[config.mk]
export PLATFORM = sky130hd
export DESIGN_NAME = fifo_sync_fwft
export DESIGN_NICKNAME = d
export VERILOG_FILES = /design/src/rtl/octree_fifo_pkg.sv /design/src/rtl/fifo_ram_1r1w.sv /design/src/rtl/fifo_sync_fwft.sv
export SDC_FILE = /design/constraint.sdc
export NUM_CORES = 1
export LEC_CHECK = 0
export ABC_AREA = 1
export CORE_ASPECT_RATIO = 2
export CORE_MARGIN = 8
export CORE_UTILIZATION = 45
export CTS_CLUSTER_DIAMETER = 150
export DETAILED_ROUTE_END_ITERATION = 6
export GPL_TIMING_DRIVEN = 0
export PLACE_DENSITY = 0.62
export SKIP_CTS_REPAIR_TIMING = 1
export SLEW_MARGIN = 30
export SYNTH_ARGS = -nofsm -noshare
export SYNTH_HDL_FRONTEND = slang
export SYNTH_HIERARCHICAL = 1
export SYNTH_SLANG_ARGS = --single-unit
[constraint.sdc]
create_clock -name clk -period 5 [get_ports clk]
set_input_delay 0.75 -clock clk [delete_from_list [all_inputs] [get_ports clk]]
set_output_delay 0.75 -clock clk [all_outputs]
set_load 0.02 [all_outputs]
[src/rtl/octree_fifo_pkg.sv]
// Shared helpers for the octree pipeline FIFOs: count sizing and parameter legality checks.
package octree_fifo_pkg;

  // Occupancy counter width; one extra bit so DEPTH itself is representable.
  function automatic int unsigned fifo_count_width(input int unsigned depth);
    return $clog2(depth) + 1;
  endfunction

  // Pointers wrap naturally only when DEPTH is a power of two.
  function automatic bit fifo_depth_ok(input int unsigned depth);
    return (depth >= 2) && ((depth & (depth - 1)) == 0);
  endfunction

  function automatic bit fifo_afull_th_ok(input int unsigned depth, input int unsigned th);
    return (th >= 1) && (th <= depth);
  endfunction

  function automatic bit fifo_aempty_th_ok(input int unsigned depth, input int unsigned th);
    return th <= (depth - 1);
  endfunction

  function automatic bit fifo_width_ok(input int unsigned width);
    return width >= 1;
  endfunction

endpackage

[src/rtl/fifo_ram_1r1w.sv]
// DEPTH x DATA_WIDTH register array: synchronous write port, asynchronous read port.
// Contents are deliberately not reset.
module fifo_ram_1r1w #(
  parameter int unsigned DATA_WIDTH = 64,
  parameter int unsigned DEPTH      = 16,
  localparam int unsigned ADDR_W    = $clog2(DEPTH)
) (
  input  logic                  clk,
  input  logic                  we,
  input  logic [ADDR_W-1:0]     waddr,
  input  logic [DATA_WIDTH-1:0] wdata,
  input  logic [ADDR_W-1:0]     raddr,
  output logic [DATA_WIDTH-1:0] rdata
);

  logic [DATA_WIDTH-1:0] mem_q [DEPTH];

  // Write port: store wdata at waddr on an accepted write.
  always_ff @(posedge clk) begin
    if (we) begin
      mem_q[waddr] <= wdata;
    end
  end

  assign rdata = mem_q[raddr];

endmodule

[src/rtl/fifo_sync_fwft.sv]
// Parametrised single-clock FIFO with optional first-word-fall-through, occupancy count,
// almost-full/almost-empty thresholds, write-while-full on a same-cycle read, synchronous
// flush and registered overflow/underflow pulses.
module fifo_sync_fwft
  import octree_fifo_pkg::*;
#(
  parameter int unsigned DATA_WIDTH = 64,
  parameter int unsigned DEPTH      = 16,
  parameter int unsigned AFULL_TH   = DEPTH - 2,
  parameter int unsigned AEMPTY_TH  = 2,
  parameter int unsigned FWFT       = 1
) (
  input  logic                                clk,
  input  logic                                rst_n,
  input  logic                                flush,
  input  logic                                wr_en,
  input  logic [DATA_WIDTH-1:0]               wdata,
  input  logic                                rd_en,
  output logic [DATA_WIDTH-1:0]               rdata,
  output logic                                empty,
  output logic                                full,
  output logic                                almost_empty,
  output logic                                almost_full,
  output logic [fifo_count_width(DEPTH)-1:0]  count,
  output logic                                overflow,
  output logic                                underflow
);

  localparam int unsigned PTR_W = $clog2(DEPTH);
  localparam int unsigned CNT_W = fifo_count_width(DEPTH);

  localparam bit WidthLegal  = fifo_width_ok(DATA_WIDTH);
  localparam bit DepthLegal  = fifo_depth_ok(DEPTH);
  localparam bit AfullLegal  = fifo_afull_th_ok(DEPTH, AFULL_TH);
  localparam bit AemptyLegal = fifo_aempty_th_ok(DEPTH, AEMPTY_TH);

  if (!WidthLegal) begin : gen_width_chk
    $error("fifo_sync_fwft: DATA_WIDTH must be >= 1");
  end
  if (!DepthLegal) begin : gen_depth_chk
    $error("fifo_sync_fwft: DEPTH must be a power of two >= 2");
  end
  if (!AfullLegal) begin : gen_afull_chk
    $error("fifo_sync_fwft: AFULL_TH must lie in 1..DEPTH");
  end
  if (!AemptyLegal) begin : gen_aempty_chk
    $error("fifo_sync_fwft: AEMPTY_TH must lie in 0..DEPTH-1");
  end

  logic [PTR_W-1:0]      wr_ptr_q, wr_ptr_d;
  logic [PTR_W-1:0]      rd_ptr_q, rd_ptr_d;
  logic [CNT_W-1:0]      count_q, count_d;
  logic                  overflow_q, overflow_d;
  logic                  underflow_q, underflow_d;
  logic                  rd_acc, wr_acc;
  logic [DATA_WIDTH-1:0] ram_rdata;

  // Status flags decode the registered count only.
  assign empty        = (count_q == '0);
  assign full         = (count_q == CNT_W'(DEPTH));
  assign almost_empty = (count_q <= CNT_W'(AEMPTY_TH));
  assign almost_full  = (count_q >= CNT_W'(AFULL_TH));
  assign count        = count_q;
  assign overflow     = overflow_q;
  assign underflow    = underflow_q;

  // A full FIFO may still take a write when the head is popped in the same cycle.
  assign rd_acc = rd_en & ~empty & ~flush;
  assign wr_acc = wr_en & ~flush & (~full | rd_acc);

  // Next-state for pointers, occupancy and error pulses; flush overrides everything.
  always_comb begin
    wr_ptr_d    = wr_ptr_q;
    rd_ptr_d    = rd_ptr_q;
    count_d     = count_q;
    overflow_d  = wr_en & ~wr_acc & ~flush;
    underflow_d = rd_en & ~rd_acc & ~flush;
    if (flush) begin
      wr_ptr_d = '0;
      rd_ptr_d = '0;
      count_d  = '0;
    end else begin
      if (wr_acc) begin
        wr_ptr_d = wr_ptr_q + PTR_W'(1);
      end
      if (rd_acc) begin
        rd_ptr_d = rd_ptr_q + PTR_W'(1);
      end
      case ({wr_acc, rd_acc})
        2'b10:   count_d = count_q + CNT_W'(1);
        2'b01:   count_d = count_q - CNT_W'(1);
        default: count_d = count_q;
      endcase
    end
  end

  // Control state register.
  always_ff @(posedge clk or negedge rst_n) begin
    if (!rst_n) begin
      wr_ptr_q    <= '0;
      rd_ptr_q    <= '0;
      count_q     <= '0;
      overflow_q  <= 1'b0;
      underflow_q <= 1'b0;
    end else begin
      wr_ptr_q    <= wr_ptr_d;
      rd_ptr_q    <= rd_ptr_d;
      count_q     <= count_d;
      overflow_q  <= overflow_d;
      underflow_q <= underflow_d;
    end
  end

  fifo_ram_1r1w #(
    .DATA_WIDTH (DATA_WIDTH),
    .DEPTH      (DEPTH)
  ) u_ram (
    .clk   (clk),
    .we    (wr_acc),
    .waddr (wr_ptr_q),
    .wdata (wdata),
    .raddr (rd_ptr_q),
    .rdata (ram_rdata)
  );

  if (FWFT != 0) begin : gen_fwft
    // Head word falls through; forced to zero while empty so reset leaves rdata at 0.
    assign rdata = empty ? '0 : ram_rdata;
  end else begin : gen_reg_read
    logic [DATA_WIDTH-1:0] rdata_q;

    // Registered read: capture the head on an accepted pop, hold otherwise.
    always_ff @(posedge clk or negedge rst_n) begin
      if (!rst_n) begin
        rdata_q <= '0;
      end else if (flush) begin
        rdata_q <= '0;
      end else if (rd_acc) begin
        rdata_q <= ram_rdata;
      end
    end

    assign rdata = rdata_q;
  end

endmodule

Word-level counts from Yosys, hierarchy flattened
Memories as Yosys holds them, arrays and structs flattened.
Cells that the tools add are included.
{"block": "classes", "addsub": 4, "magnitude_cmp": 2, "n_eq_ne": 3, "mux": 9, "n_bitwise": 14, "n_reduce_logical": 4}
{"cell": "64-bit 2-to-1 mux", "count": 1}
{"cell": "4-bit 2-to-1 mux", "count": 4}
{"cell": "5-bit case mux with 2 select lines", "count": 1}
{"cell": "4-bit by 1-bit adder with 4-bit output, second input constant", "count": 2}
{"cell": "1-bit AND", "count": 8}
{"cell": "5-bit by 1-bit adder with 5-bit output, second input constant", "count": 1}
{"cell": "5-bit equality test, second input constant", "count": 1}
{"cell": "5-bit by 4-bit >= comparator with 1-bit output, second input constant", "count": 1}
{"cell": "5-bit by 2-bit less-or-equal comparator with 1-bit output, second input constant", "count": 1}
{"cell": "5-bit zero test", "count": 1}
{"cell": "5-bit 2-to-1 mux", "count": 1}
{"cell": "1-bit inverter", "count": 5}
{"cell": "5-bit by 1-bit subtractor with 5-bit output, second input constant", "count": 1}
{"cell": "2-bit nonzero test", "count": 2}
{"cell": "3-bit nonzero test", "count": 1}
{"cell": "2-bit by 1-bit equality test with 1-bit output, second input constant", "count": 1}
{"cell": "2-bit equality test, second input constant", "count": 1}
{"cell": "1-bit 2-to-1 mux", "count": 2}
{"cell": "1-bit OR", "count": 1}
{"block": "word_totals", "ff_bits": 15, "ram_bits": 1024, "inputBits": 69, "out_inout_bits": 75, "mem_count": 1}
{"memory": "u_ram.mem_q", "depth": 16, "word_bits": 64, "read_ports": 1, "rd_ports_with_merged_regs": 0, "wr": 1, "line_no": "fifo_ram_1r1w.sv:16", "text": "logic [DATA_WIDTH-1:0] mem_q [DEPTH];"}

Longest topological paths before layout
{"block": "logic_depth", "depth_word": 9, "mapped_depth": 13}

Modules after synthesis
Netlist, hierarchy kept.
{"mod": "fifo_ram_1r1w", "instances": 1, "cells_per_inst": 4146, "area_each_um2": 44004.7}
{"mod": "fifo_sync_fwft", "instances": 1, "cells_per_inst": 254, "area_each_um2": 1521.5}

Least setup slack after synthesis
OpenSTA, ideal clock, no wires.
{"block": "synth_path", "path_kind": "in2reg", "from": "input flush", "to": "memory u_ram.mem_q[4][0] (enable)", "t_arrival_ps": 4219, "t_required_ps": 4514, "slack_ps": 294, "cell_stages": 8, "n_path_buf": 1, "path_cell_list": "buf_4 -> inv_2 -> nand3_4 -> nand2_2 -> nand2_4 -> inv_4 -> nand3b_1 -> nor2_1"}
{"block": "synth_between", "elab_chain_cells": 6, "word_cells_on_any_way": 7, "classes_between": "2 x mux; 5 x bitwise"}
{"item": "start: declaration", "line_no": "fifo_sync_fwft.sv:15", "text": "input logic flush,"}
{"item": "1-bit inverter (*)", "line_no": "fifo_sync_fwft.sv:68, fifo_sync_fwft.sv:69"}
{"item": "1-bit AND", "line_no": "fifo_sync_fwft.sv:68", "text": "assign rd_acc = rd_en & ~empty & ~flush;"}
{"item": "1-bit OR", "line_no": "fifo_sync_fwft.sv:69", "text": "assign wr_acc = wr_en & ~flush & (~full | rd_acc);"}
{"item": "1-bit AND (*)", "line_no": "fifo_sync_fwft.sv:69"}
{"item": "via wr_acc", "line_no": "fifo_sync_fwft.sv:55", "text": "logic rd_acc, wr_acc;"}
{"item": "1-bit 2-to-1 mux (*)", "line_no": "fifo_ram_1r1w.sv:20", "text": "if (we) begin"}
{"item": "1-bit 2-to-1 mux (not written as such) (*)", "line_no": "fifo_ram_1r1w.sv:21", "text": "mem_q[waddr] <= wdata;"}
{"item": "end: declaration", "line_no": "fifo_ram_1r1w.sv:16"}
Mark *: on every way through the listed nets, which the timed path passes. The rest lies on a longest branch.

Final worst setup path
{"block": "layout_path", "from": "register rd_ptr_q[2]", "to": "output rdata[1]"}
{"block": "layout_between", "elab_chain_cells": 2}
{"item": "start: declaration", "line_no": "fifo_sync_fwft.sv:51", "text": "logic [PTR_W-1:0] rd_ptr_q, rd_ptr_d;"}
{"item": "start signal: assignment", "line_no": "fifo_sync_fwft.sv:107", "text": "rd_ptr_q <= rd_ptr_d;"}
{"item": "memory read 16 x 64 bit"}
{"item": "via ram_rdata[1]", "line_no": "fifo_sync_fwft.sv:56", "text": "logic [DATA_WIDTH-1:0] ram_rdata;"}
{"item": "64-bit 2-to-1 mux", "line_no": "fifo_sync_fwft.sv:128", "text": "assign rdata = empty ? '0 : ram_rdata;"}
{"item": "end: declaration", "line_no": "fifo_sync_fwft.sv:19", "text": "output logic [DATA_WIDTH-1:0] rdata,"}
The timed path passes the listed nets, and every way through them passes these cells.

==> impl_metrics.toml <==
[run_status]
outcome = "complete, no violations"

[flow_run]
cap_violations = 0

[finish]
final_nets = 4775
fillers = 8794
drive_above_1_share_pct = 8.908
seqCellArea_sq_um = 31120
multi_input_area_sq_um = 9879
areaGrowthSynthToFinish_pct = 17.25

[logic_synthesis]
synth.area.top_cells = "edfxtp_1 (68%), nand2_1 (12%), nand3_1 (8.6%)"
synthTopCellsByCount = "nand2_1 (1436), edfxtp_1 (1024), inv_1 (853)"
yosysMostFrequentCell = "nand2_1"
synth.distinct_cells = 38
ys_ff_latch = 1039
synth_top_area_share_pct = 67.54
synth-seq-area-share_pct = 68.37
synth_fp_nets = 4475
syn_area_per_cell_sq_um = 10.35
netlist_instances = 4400
async_flop_share_pct = 1.444
synth_area_sq_um = 45530
synth_warnings = 6
synth_top_area_cell = "edfxtp_1"
synth_flop_cell = "edfxtp_1"
synth-edff-count = 1024

[grt]
grt_start_max_net_pins = 22
grt_usage_pct = 24.28
first_global_vias = 31362
grt_pass1_wl_um = 199500
grt.overflow.total = 0
antenna_found_initial = 6

[die]
num_rows = 165
die_h_um = 465.8
core_sq_um = 100700
start_util_pct = 45.19
die_area_sq_um = 112200
ios = 144
die_x_um = 240.9

[min_path]
hold_class = "in2reg"

[timing]
worst_slack_ns = 0.3762
worst_pin_slew_ns = 0.9246
min_period_ns = 4.624
max_freq_ghz = 0.2163
tns_ns = 0
slew_viol_final = 0
whs_ns = 0.3454
maxSlewHeadroom_pct = 38.36
timing.final.crit_share_pct = 92.48
rsz0062_at_grt = "no"
hold_violations = 0
finClkSkew_ns = 0.02752
finalSetupViolations = 0

[drt]
wl_met1_um = 46440
drtIter0Drc = 2764
highest_layer = "met5"
met3_length_um = 8731
drt-wirelength-per-cell_um = 22.35
vias = 31460
dr.pass1.iters = 6
wl_met2_um = 72400
viasPerCell = 5.149
route.antenna.remaining_nets = 0
drcViolationCount = 0
wirelength_um = 136600

[clocking]
numCtsBuffers = 89
cts_tree = "yes"
clkTransAtPathRegs_ns = 0.06
htreeDepth = 3
clk_latency_ns = 0.69
cts_root_buf = "clkbuf_16"
clock_sinks = 1039
clock_path_buffers = 3

[critical_path]
required_ns = 4.25
end_kind = "output pin"
cp_max_fo = 10
crit_type = "reg2out"
worstPathArrival_ns = 3.87
setup.worst_path.start_class = "register"

[placed_design]
gp_congestion = 0.8476
numPortBuffers = 142
pre_cts_slack_ns = 1.130
dp.final_hpwl_um = 95700

[pwr]
p_total_mw = 22.27
vdd_ir_drop_max_uv = 286.4
p_leak_nw = 22.89
cellPowerDensity_nw_per_um2 = 417.2
kinds of logic (layout without fill, tap and decap cells):
family,Yosys count,count (layout),synth area share [%]
xor+xnor,4,4,0.07694
other cells,0,3,0
flops,1039,1039,68.37
simple gates,2254,2254,20.96
compound gates,17,17,0.2226
fa+ha+maj,6,6,0.1814
buf+inv,1080,1451,10.20
layout make-up:
class | count | area share, %
clock inverter | 55 | 0.9071
clock buffer | 107 | 4.498
timing repair buffer | 209 | 5.926
antenna | 3 | 0.01406
sequential | 1039 | 58.31
inverter | 861 | 6.076
buffer | 219 | 2.630
multi-input combinational | 2281 | 18.51
tap | 1336 | 3.132
worst paths after layout:
kind	start	endpoint	slack [ns]	depth (start not counted)
setup / recovery	rd_ptr_q[2]	rdata[1]	0.38	9
hold / removal	flush	overflow	0.35	2
setup reg to reg	count[3]	u_ram/mem_q[7][48]	2.00	13
hold reg to reg	wr_ptr_q[3]	wr_ptr_q[3]	0.59	2
max in group asynchronous	rst_n	rd_ptr_q[0]	4.03	1
min in group asynchronous	rst_n	count[0]	0.50	1
worst max-delay path: stages, from the launching register on:
cell and delay (ns):
dfrtp_1 0.43, inv_1 0.09, clkbuf_1 0.69, clkbuf_1 0.73
nand3_1 0.18, nand3_1 0.18, nand2_1 0.16, nand2_1 0.11
inv_1 0.04, clkdlybuf4s50_1 0.54
metrics by stage:
step                      area [sq um]  std cells  utilization (%)
after global placement           48620       5878            48.26
after floorplan                  45530       4400                -
after global routing             53370       6108            52.98
after detailed placement         50490       5945            50.11
final                            53380       6110            52.98
after CTS                        53370       6107            52.98
cells in the final DEF (no fill, tap or decap), drive strengths merged, types with 15 or more instances in the layout:
cell and count:
buf 265, clkbuf 128, clkdlybuf4s50 142, clkinv 40, dfrtp 15, edfxtp 1024, inv 861, nand2 1439
nand3 781, nor2 26
routing by layer:
layer	vias to the layer above	track usage [%]
li1	14701	-
met1	15099	25.88
met2	1262	44.20
met3	392	3.981
met4	6	14.57
met5	-	0
registers in the layout (all words and copies together) (netlist names):
register     flops
count            5
u_ram/mem_q   1024
underflow        1
overflow         1
wr_ptr_q         4
rd_ptr_q         4
report_power, final:
| group | internal (mW) | total (mW) | switching, mW |
|---|---|---|---|
| logic | 1.77 | 5.57 | 3.80 |
| clock network | 3.84 | 7.00 | 3.16 |
| registers | 9.65 | 9.69 | 0.0368 |
(Power assumes the default switching activity.)
